## src/rtl/sync_fifo_wr_arbiter.sv

```systemverilog
// Round-robin burst write arbiter with flush sequencer feeding a single sync_fifo.
// Grants whole bursts (last or MAX_BURST) and pulses the FIFO's active-low reset on flush.
module sync_fifo_wr_arbiter #(
    parameter int unsigned DATA_WIDTH   = 32,
    parameter int unsigned N_REQ        = 4,
    parameter int unsigned MAX_BURST    = 16,
    parameter int unsigned FLUSH_CYCLES = 2
) (
    input  logic                          clk_i,
    input  logic                          rst_i,
    input  logic [N_REQ-1:0]              req_i,
    input  logic [N_REQ-1:0]              last_i,
    input  logic [N_REQ*DATA_WIDTH-1:0]   data_i,
    output logic [N_REQ-1:0]              ack_o,
    input  logic                          flush_i,
    output logic                          flush_done_o,
    output logic                          busy_o,
    output logic [$clog2(N_REQ)-1:0]      owner_o,
    output logic [DATA_WIDTH-1:0]         fifo_wr_data_o,
    output logic                          fifo_write_o,
    input  logic                          fifo_full_i,
    output logic                          fifo_rst_n_o
);

    localparam int unsigned OW  = $clog2(N_REQ);
    localparam int unsigned BW  = $clog2(MAX_BURST + 1);
    localparam int unsigned FCW = (FLUSH_CYCLES > 1) ? $clog2(FLUSH_CYCLES) : 1;

    typedef enum logic [1:0] {
        ST_IDLE  = 2'd0,
        ST_BURST = 2'd1,
        ST_FLUSH = 2'd2
    } state_e;

    state_e          state_q, state_d;
    logic [OW-1:0]   rr_ptr_q, rr_ptr_d;
    logic [OW-1:0]   owner_q, owner_d;
    logic [BW-1:0]   beat_cnt_q, beat_cnt_d;
    logic [FCW-1:0]  flush_cnt_q, flush_cnt_d;
    logic            flush_pend_q, flush_pend_d;
    logic            flush_done_q, flush_done_d;

    logic                  req_own;
    logic                  last_own;
    logic [DATA_WIDTH-1:0] data_own;
    logic [2*N_REQ-1:0]    req_dbl;
    logic [N_REQ-1:0]      req_rot;
    logic [OW-1:0]         grant;
    logic [OW-1:0]         owner_next;
    logic                  accept;
    logic                  accept_ok;

    // Current owner's request, last flag and data word.
    always_comb begin
        req_own  = 1'b0;
        last_own = 1'b0;
        data_own = '0;
        for (int i = 0; i < N_REQ; i++) begin
            if (owner_q == OW'(i)) begin
                req_own  = req_i[i];
                last_own = last_i[i];
                data_own = data_i[i*DATA_WIDTH +: DATA_WIDTH];
            end
        end
    end

    // First requester at or after rr_ptr, searching cyclically.
    always_comb begin
        req_dbl = {req_i, req_i};
        req_rot = N_REQ'(req_dbl >> rr_ptr_q);
        grant   = '0;
        for (int k = N_REQ - 1; k >= 0; k--) begin
            if (req_rot[k]) begin
                grant = OW'((32'(rr_ptr_q) + 32'(k)) % N_REQ);
            end
        end
    end

    assign owner_next = (owner_q == OW'(N_REQ - 1)) ? '0 : owner_q + OW'(1);

    always_ff @(posedge clk_i) begin
        if (rst_i) begin
            state_q      <= ST_IDLE;
            rr_ptr_q     <= '0;
            owner_q      <= '0;
            beat_cnt_q   <= '0;
            flush_cnt_q  <= '0;
            flush_pend_q <= 1'b0;
            flush_done_q <= 1'b0;
        end else begin
            state_q      <= state_d;
            rr_ptr_q     <= rr_ptr_d;
            owner_q      <= owner_d;
            beat_cnt_q   <= beat_cnt_d;
            flush_cnt_q  <= flush_cnt_d;
            flush_pend_q <= flush_pend_d;
            flush_done_q <= flush_done_d;
        end
    end

    always_comb begin
        state_d      = state_q;
        rr_ptr_d     = rr_ptr_q;
        owner_d      = owner_q;
        beat_cnt_d   = beat_cnt_q;
        flush_cnt_d  = flush_cnt_q;
        flush_pend_d = flush_pend_q | flush_i;
        flush_done_d = 1'b0;
        accept       = 1'b0;

        unique case (state_q)
            ST_IDLE: begin
                // Flush wins over pending requests.
                if (flush_pend_q || flush_i) begin
                    state_d      = ST_FLUSH;
                    flush_pend_d = 1'b0;
                    flush_cnt_d  = '0;
                end else if (|req_i) begin
                    state_d    = ST_BURST;
                    owner_d    = grant;
                    beat_cnt_d = '0;
                end
            end
            ST_BURST: begin
                if (!req_own) begin
                    state_d  = ST_IDLE;
                    rr_ptr_d = owner_next;
                end else if (!fifo_full_i) begin
                    accept     = 1'b1;
                    beat_cnt_d = beat_cnt_q + BW'(1);
                    if (last_own || (beat_cnt_q + BW'(1)) == BW'(MAX_BURST)) begin
                        state_d  = ST_IDLE;
                        rr_ptr_d = owner_next;
                    end
                end
            end
            ST_FLUSH: begin
                if (flush_cnt_q == FCW'(FLUSH_CYCLES - 1)) begin
                    state_d      = ST_IDLE;
                    flush_done_d = 1'b1;
                end else begin
                    flush_cnt_d = flush_cnt_q + FCW'(1);
                end
            end
            default: begin
                state_d = ST_IDLE;
            end
        endcase
    end

    // Nothing is written while reset is asserted; the FIFO is held in reset then.
    assign accept_ok      = accept & ~rst_i;
    assign ack_o          = accept_ok ? (N_REQ'(1) << owner_q) : '0;
    assign fifo_write_o   = accept_ok;
    assign fifo_wr_data_o = accept_ok ? data_own : '0;
    assign busy_o         = (state_q != ST_IDLE);
    assign owner_o        = owner_q;
    assign flush_done_o   = flush_done_q;
    assign fifo_rst_n_o   = ~rst_i & (state_q != ST_FLUSH);

endmodule
```

## config.mk

```make
export PLATFORM = sky130hd
export DESIGN_NAME = sync_fifo_wr_arbiter
export DESIGN_NICKNAME = d
export VERILOG_FILES = /design/src/rtl/sync_fifo_wr_arbiter.sv
export SDC_FILE = /design/constraint.sdc
export NUM_CORES = 1
export LEC_CHECK = 0
export CAP_MARGIN = 20
export CORE_MARGIN = 2
export CORE_UTILIZATION = 39
export DETAILED_ROUTE_END_ITERATION = 12
export DONT_BUFFER_PORTS = 1
export SETUP_SLACK_MARGIN = 0.02
export SLEW_MARGIN = 10
export SYNTH_ARGS = -nofsm -noshare
export SYNTH_HDL_FRONTEND = slang
export SYNTH_SLANG_ARGS = --single-unit
export TNS_END_PERCENT = 100
```

## constraint.sdc

```tcl
create_clock -name clk_i -period 4.3 [get_ports clk_i]
set_input_delay 0.86 -clock clk_i [delete_from_list [all_inputs] [get_ports clk_i]]
set_output_delay 0.86 -clock clk_i [all_outputs]
set_load 0.05 [all_outputs]
```

-- Word-level counts from Yosys, hierarchy flattened
Index checks and enable logic that the tools add are counted.
- register bits: 14
- bits in latches: 0
- RAM bits: 0
- memory bits (read-only): 0
- input bits: 140
- output and inout port bits: 42
- word-level logic and storage cells: 96
- memories kept: 0
- add/sub/neg operators: 6
- multipliers: 0
- div/mod/pow operators: 0
- order comparisons: 0
- equal/unequal tests: 18
- shift operators: 2
- mux-type cells: 43
- bitwise logic cells: 6
- reduce and logical (&&, ||, !) cells: 14
- operator list (kind ; count):
    32-bit two-way mux ; 5
    2-bit two-way mux ; 14
    5-bit two-way mux ; 4
    1-bit two-way mux ; 16
    2-bit inequality test, second input constant ; 8
    5-bit case mux with 2 select lines ; 1
    3-bit inequality test, second input constant ; 3
    8-bit by 2-bit right shift with 4-bit output ; 1
    2-bit equality test, second input constant ; 3
    2-bit case mux with 3 select lines ; 1
    3-bit AND reduction ; 2
    2-bit nonzero test ; 3
    5-bit by 1-bit adder with 5-bit output, second input constant ; 1
    5-bit equality test, second input constant ; 1
    5-bit AND reduction ; 1
    2-bit by 1-bit adder with 2-bit output, second input constant ; 2
    2-bit adder, second input constant ; 2
    2-bit by 1-bit equality test with 1-bit output, second input constant ; 2
    2-bit logical NOT ; 2
    4-bit two-way mux ; 1
    4-bit AND reduction ; 1
    4-bit OR reduction ; 1
    1-bit by 2-bit << shifter with 4-bit output, first input constant ; 1
    1-bit NOT ; 3
    8 further kinds ; 10

-- Longest topological paths before layout
- depth after elaboration: 10
- mapped depth: 10

-- Worst setup path after synthesis
Ideal clock, no wire load.
- path type: register -> output
- start point: register owner_q[0] (netlist: owner_o[0])
- end point: output port fifo_wr_data_o[10]
- arrival time: 3.102 ns
- required time: 3.440 ns
- setup slack: 0.338 ns
- cell stages (with the launch flop): 11
- buffers on the path: 3
- cell sequence: dfxtp_1 -> inv_1 -> ha_1 -> buf_6 -> nor3b_1 -> a211o_1 -> or2_1 -> or3_1 -> buf_2 -> buf_6 -> nor2_1
- cells in the longest elaborated chain, start to end: 9
- elaborated cells between the ends (all ways): 16
- RTL lines (item ; line ; RTL):
    start, declared ; 37 ; logic [OW-1:0] owner_q, owner_d;
    start signal, assigned ; 93 ; owner_q <= owner_d;
    2-bit logical NOT ; 59 ; if (owner_q == OW'(i)) begin
    1-bit two-way mux (4 in series) ; 59 ;
    1-bit two-way mux ; 125 ; if (!req_own) begin
    1-bit two-way mux ; 111 ; unique case (state_q)
    1-bit AND ; 152 ; assign accept_ok = accept & ~rst_i;
    32-bit two-way mux (*) ; 155 ; assign fifo_wr_data_o = accept_ok ? data_own : '0;
    end, declared ; 19 ; output logic [DATA_WIDTH-1:0] fifo_wr_data_o,
Every way passes the cells marked *; elsewhere a longest branch is shown, timed or not.

-- Worst setup path in the final report
- start point: register owner_q[1] (netlist: owner_o[1])
- end point: output port fifo_wr_data_o[21]
The elaborated chain is that of the path after synthesis.

==> impl_metrics.yaml <==
run_status:
  outcome: "complete, no violations"
global_route:
  overflow: 0
  grt_start_max_net_pins: 63
  antenna_found_initial: 0
  grt_use_total_pct: 22.35
  grt_pass1_vias: 2054
  grt_first_pass_wirelength_um: 9591
clock_tree:
  htreeDepth: 1
  insertion_delay_ns: 0.24
  clockRootBuffer: "clkbuf_8"
  clk_pin_slew_worst_paths_ns: 0.06
  cts_buffers: 3
  postCtsSetupBuffers: 0
  cts_hold_buf: 0
  cts_tree: "yes"
  cts_buffer_depth: 2
  clock_sinks: 14
  post_cts_resized: 0
pwr:
  p_comb_share_pct: 45.2
  internal_power_uw: 306.0
  pwr-share-clk_pct: 25.9
  p_seq_share_pct: 28.9
  power.density_nw_per_um2: 218.2
  leakage_uw: 0.0009209
  switching_power_uw: 195.5
  vdd_drop_max_uv: 205.3
  switching_share_pct: 38.98
detailed_routing:
  wire_per_inst_um: 18.17
  drc_errors: 0
  viasPerCell: 6.231
  drt_wl_total_um: 7160
  drt_iter0_drc: 145
  via_count: 2455
  dr.pass1.iters: 4
  final_antenna_net_count: 0
synth:
  mappedNetlistArea_sq_um: 1902
  synth.net_count: 449
  synth_cell_types: 36
  yosysSeqAreaShare_pct: 14.74
  synth_seq_cells: 14
  yosys_warnings: 0
  synthCells: 304
  avgSynthCellArea_sq_um: 6.256
worst_hold_path:
  min_path_type: "reg2reg"
sta:
  fin_tns_setup_ns: 0
  finClkSkew_ns: 0.0009922
  slew_headroom_pct: 38.99
  final-hold-violation-count: 0
  grt_setup_unrepaired: "no"
  timing.final.crit_period_ns: 4.058
  slew_violations: 0
  hold_ws_ns: 0.4971
  timing_worst_slew_pin_value_ns: 0.9141
  period_share_pct: 94.37
  setup_violations: 0
  max_freq_ghz: 0.2464
floorplanning:
  die_w_um: 73.83
  die-area_sq_um: 5451
  coreArea_sq_um: 4723
  initial_core_util_pct: 40.26
  die_h_um: 73.83
  ios: 182
  rows: 25
critical_path:
  r2r-end: "rr_ptr_q[0]"
  cpPeakStageDelay_ns: 0.66
  cp-start-kind: "flip-flop"
  crit_type: "reg2out"
  path_max_fanout: 22
  reg2regPathDepth: 8
  timing.critical_path.mode_cell: "buf_4"
  critical_path.endpoint: "fifo_wr_data_o[21]"
  rr_startpoint: "owner_o[1]"
  arrival_ns: 3.20
  cp_slowest_cell: "or3_1"
  cp.required_ns: 3.44
  cp_cell_sequence: "inv_1 > ha_1 > buf_4 > nand3b_4 > a211o_1 > or2_1 > or3_1 > buf_4 > nor2_1 > buf_4"
  endpoint_kind: "output port"
  setup.worst_path.start: "owner_o[1]"
  regToRegSetupSlack_ns: 1.97
cells_and_area:
  final_cell_area_sq_um: 2298
  fin_nets: 473
  syn_to_final_growth_pct: 20.86
  layout_commonest_cell: "nor2_1"
  layout_common_cells: "nor2_1 (73), buf_4 (46), a21oi_1 (44), nor3_1 (36), a221oi_1 (32)"
  drive_above_1_share_pct: 17.43
  diodes: 0
place:
  place.gp.congestion: 0.8571
  dp_hpwl_um: 5594
  io_buffers: 0
  place_area_sq_um: 2243
job:
  cap_violations: 0
cell type report:
cell class / count / area, sq um
Fill cell: 495 / 2425
Multi-Input combinational cell: 251 / 1440
Timing Repair Buffer: 49 / 405.4
Sequential cell: 14 / 280.3
Tap cell: 67 / 83.83
Clock buffer: 4 / 55.05
Inverter: 9 / 33.78
power by group through the flow:
stage                     Clock [uW]  Combinational (uW)  Sequential [uW]
after global placement             0                 221              147
after CTS                        130                 226              145
final                            130                 227              145
after floorplan                    0                 176              150
after global routing             135                 250              146
after detailed placement           0                 224              148
routing by layer:
layer	vias up	track usage [%]	part of all wire [%]
met5	-	0	0
met4	0	5.455	1.1
met3	10	4.115	10
met2	178	35.91	47
met1	1101	30.73	42
li1	1166	-	-
flip-flops by register name (all words and copies together) (netlist names):
name,flops
state_q,2
flush_cnt_q,1
rr_ptr_q,2
beat_cnt_q,5
flush_pend_q,1
owner_o,2
flush_done_o,1
cell usage after synthesis:
cell / count / area [sq um]
nor2_1: 73 / 274.0
a32oi_1: 2 / 17.52
buf_6: 5 / 56.30
inv_1: 8 / 30.03
nand3_1: 7 / 35.03
inv_2: 1 / 3.750
a221o_1: 1 / 10.01
nor2b_1: 4 / 25.02
and2_1: 5 / 31.28
a211oi_1: 1 / 7.510
ha_1: 5 / 62.56
or3_1: 4 / 25.02
or4_1: 1 / 7.510
and3_1: 1 / 6.260
a21oi_1: 44 / 220.2
or2_1: 1 / 6.260
a221oi_1: 32 / 280.3
buf_2: 2 / 10.01
nand2_1: 6 / 22.52
nand3b_1: 1 / 7.510
o32a_1: 1 / 10.01
buf_1: 4 / 15.01
o21ai_0: 5 / 25.02
nand2b_1: 3 / 18.77
clkbuf_1: 19 / 71.32
nor4_1: 2 / 12.51
dfxtp_1: 14 / 280.3
a31oi_1: 1 / 6.260
a211o_1: 3 / 26.28
a2111oi_0: 1 / 8.760
nand3b_4: 1 / 20.02
and4b_1: 1 / 10.01
nor3_1: 36 / 180.2
o31a_1: 1 / 8.760
nor3b_1: 4 / 30.03
mux2i_1: 4 / 40.04
worst min path at each step:
stage                      startpoint      endpoint  slack [ns]  cells after the start
final                     flush_cnt_q   flush_cnt_q        0.50                      2
after global routing      flush_cnt_q  flush_done_o        0.52                      1
after CTS                 flush_cnt_q  flush_done_o        0.50                      1
after detailed placement  flush_cnt_q  flush_done_o        0.49                      1
after global placement    flush_cnt_q    state_q[1]        0.48                      1
after floorplan           flush_cnt_q    state_q[1]        0.45                      1
cell families (layout without fill, tap and decap cells):
group / count (synthesis) / in the layout / share of synthesized area, %
adder cells (fa/ha/maj): 5 / 5 / 3.289
AO/OA/AOI/OAI: 92 / 92 / 32.63
buffers and inverters: 39 / 62 / 9.802
multiplexers: 4 / 4 / 2.105
AND/OR/NAND/NOR: 150 / 150 / 37.43
flip-flops: 14 / 14 / 14.74
worst max-delay path: cells and delay by family, from the launching register on:
kind	cells	cell delay, ns
simple gates	4	1.21
buf+inv	4	0.82
flops	1	0.37
compound gates	1	0.35
fa+ha+maj	1	0.19
through the flow:
stage | utilization [%] | power, uW | setup WS, ns | instances
finish | 48.66 | 501.5 | 0.2421 | 394
global route | 48.66 | 531.2 | 0.1001 | 394
CTS | 48.66 | 500.0 | 0.2431 | 394
detailed placement | 47.50 | 371.4 | 0.5220 | 390
global placement | 47.50 | 368.2 | 0.6168 | 390
floorplan | - | 326.2 | 0.3379 | 304
(Power assumes the default switching activity.)
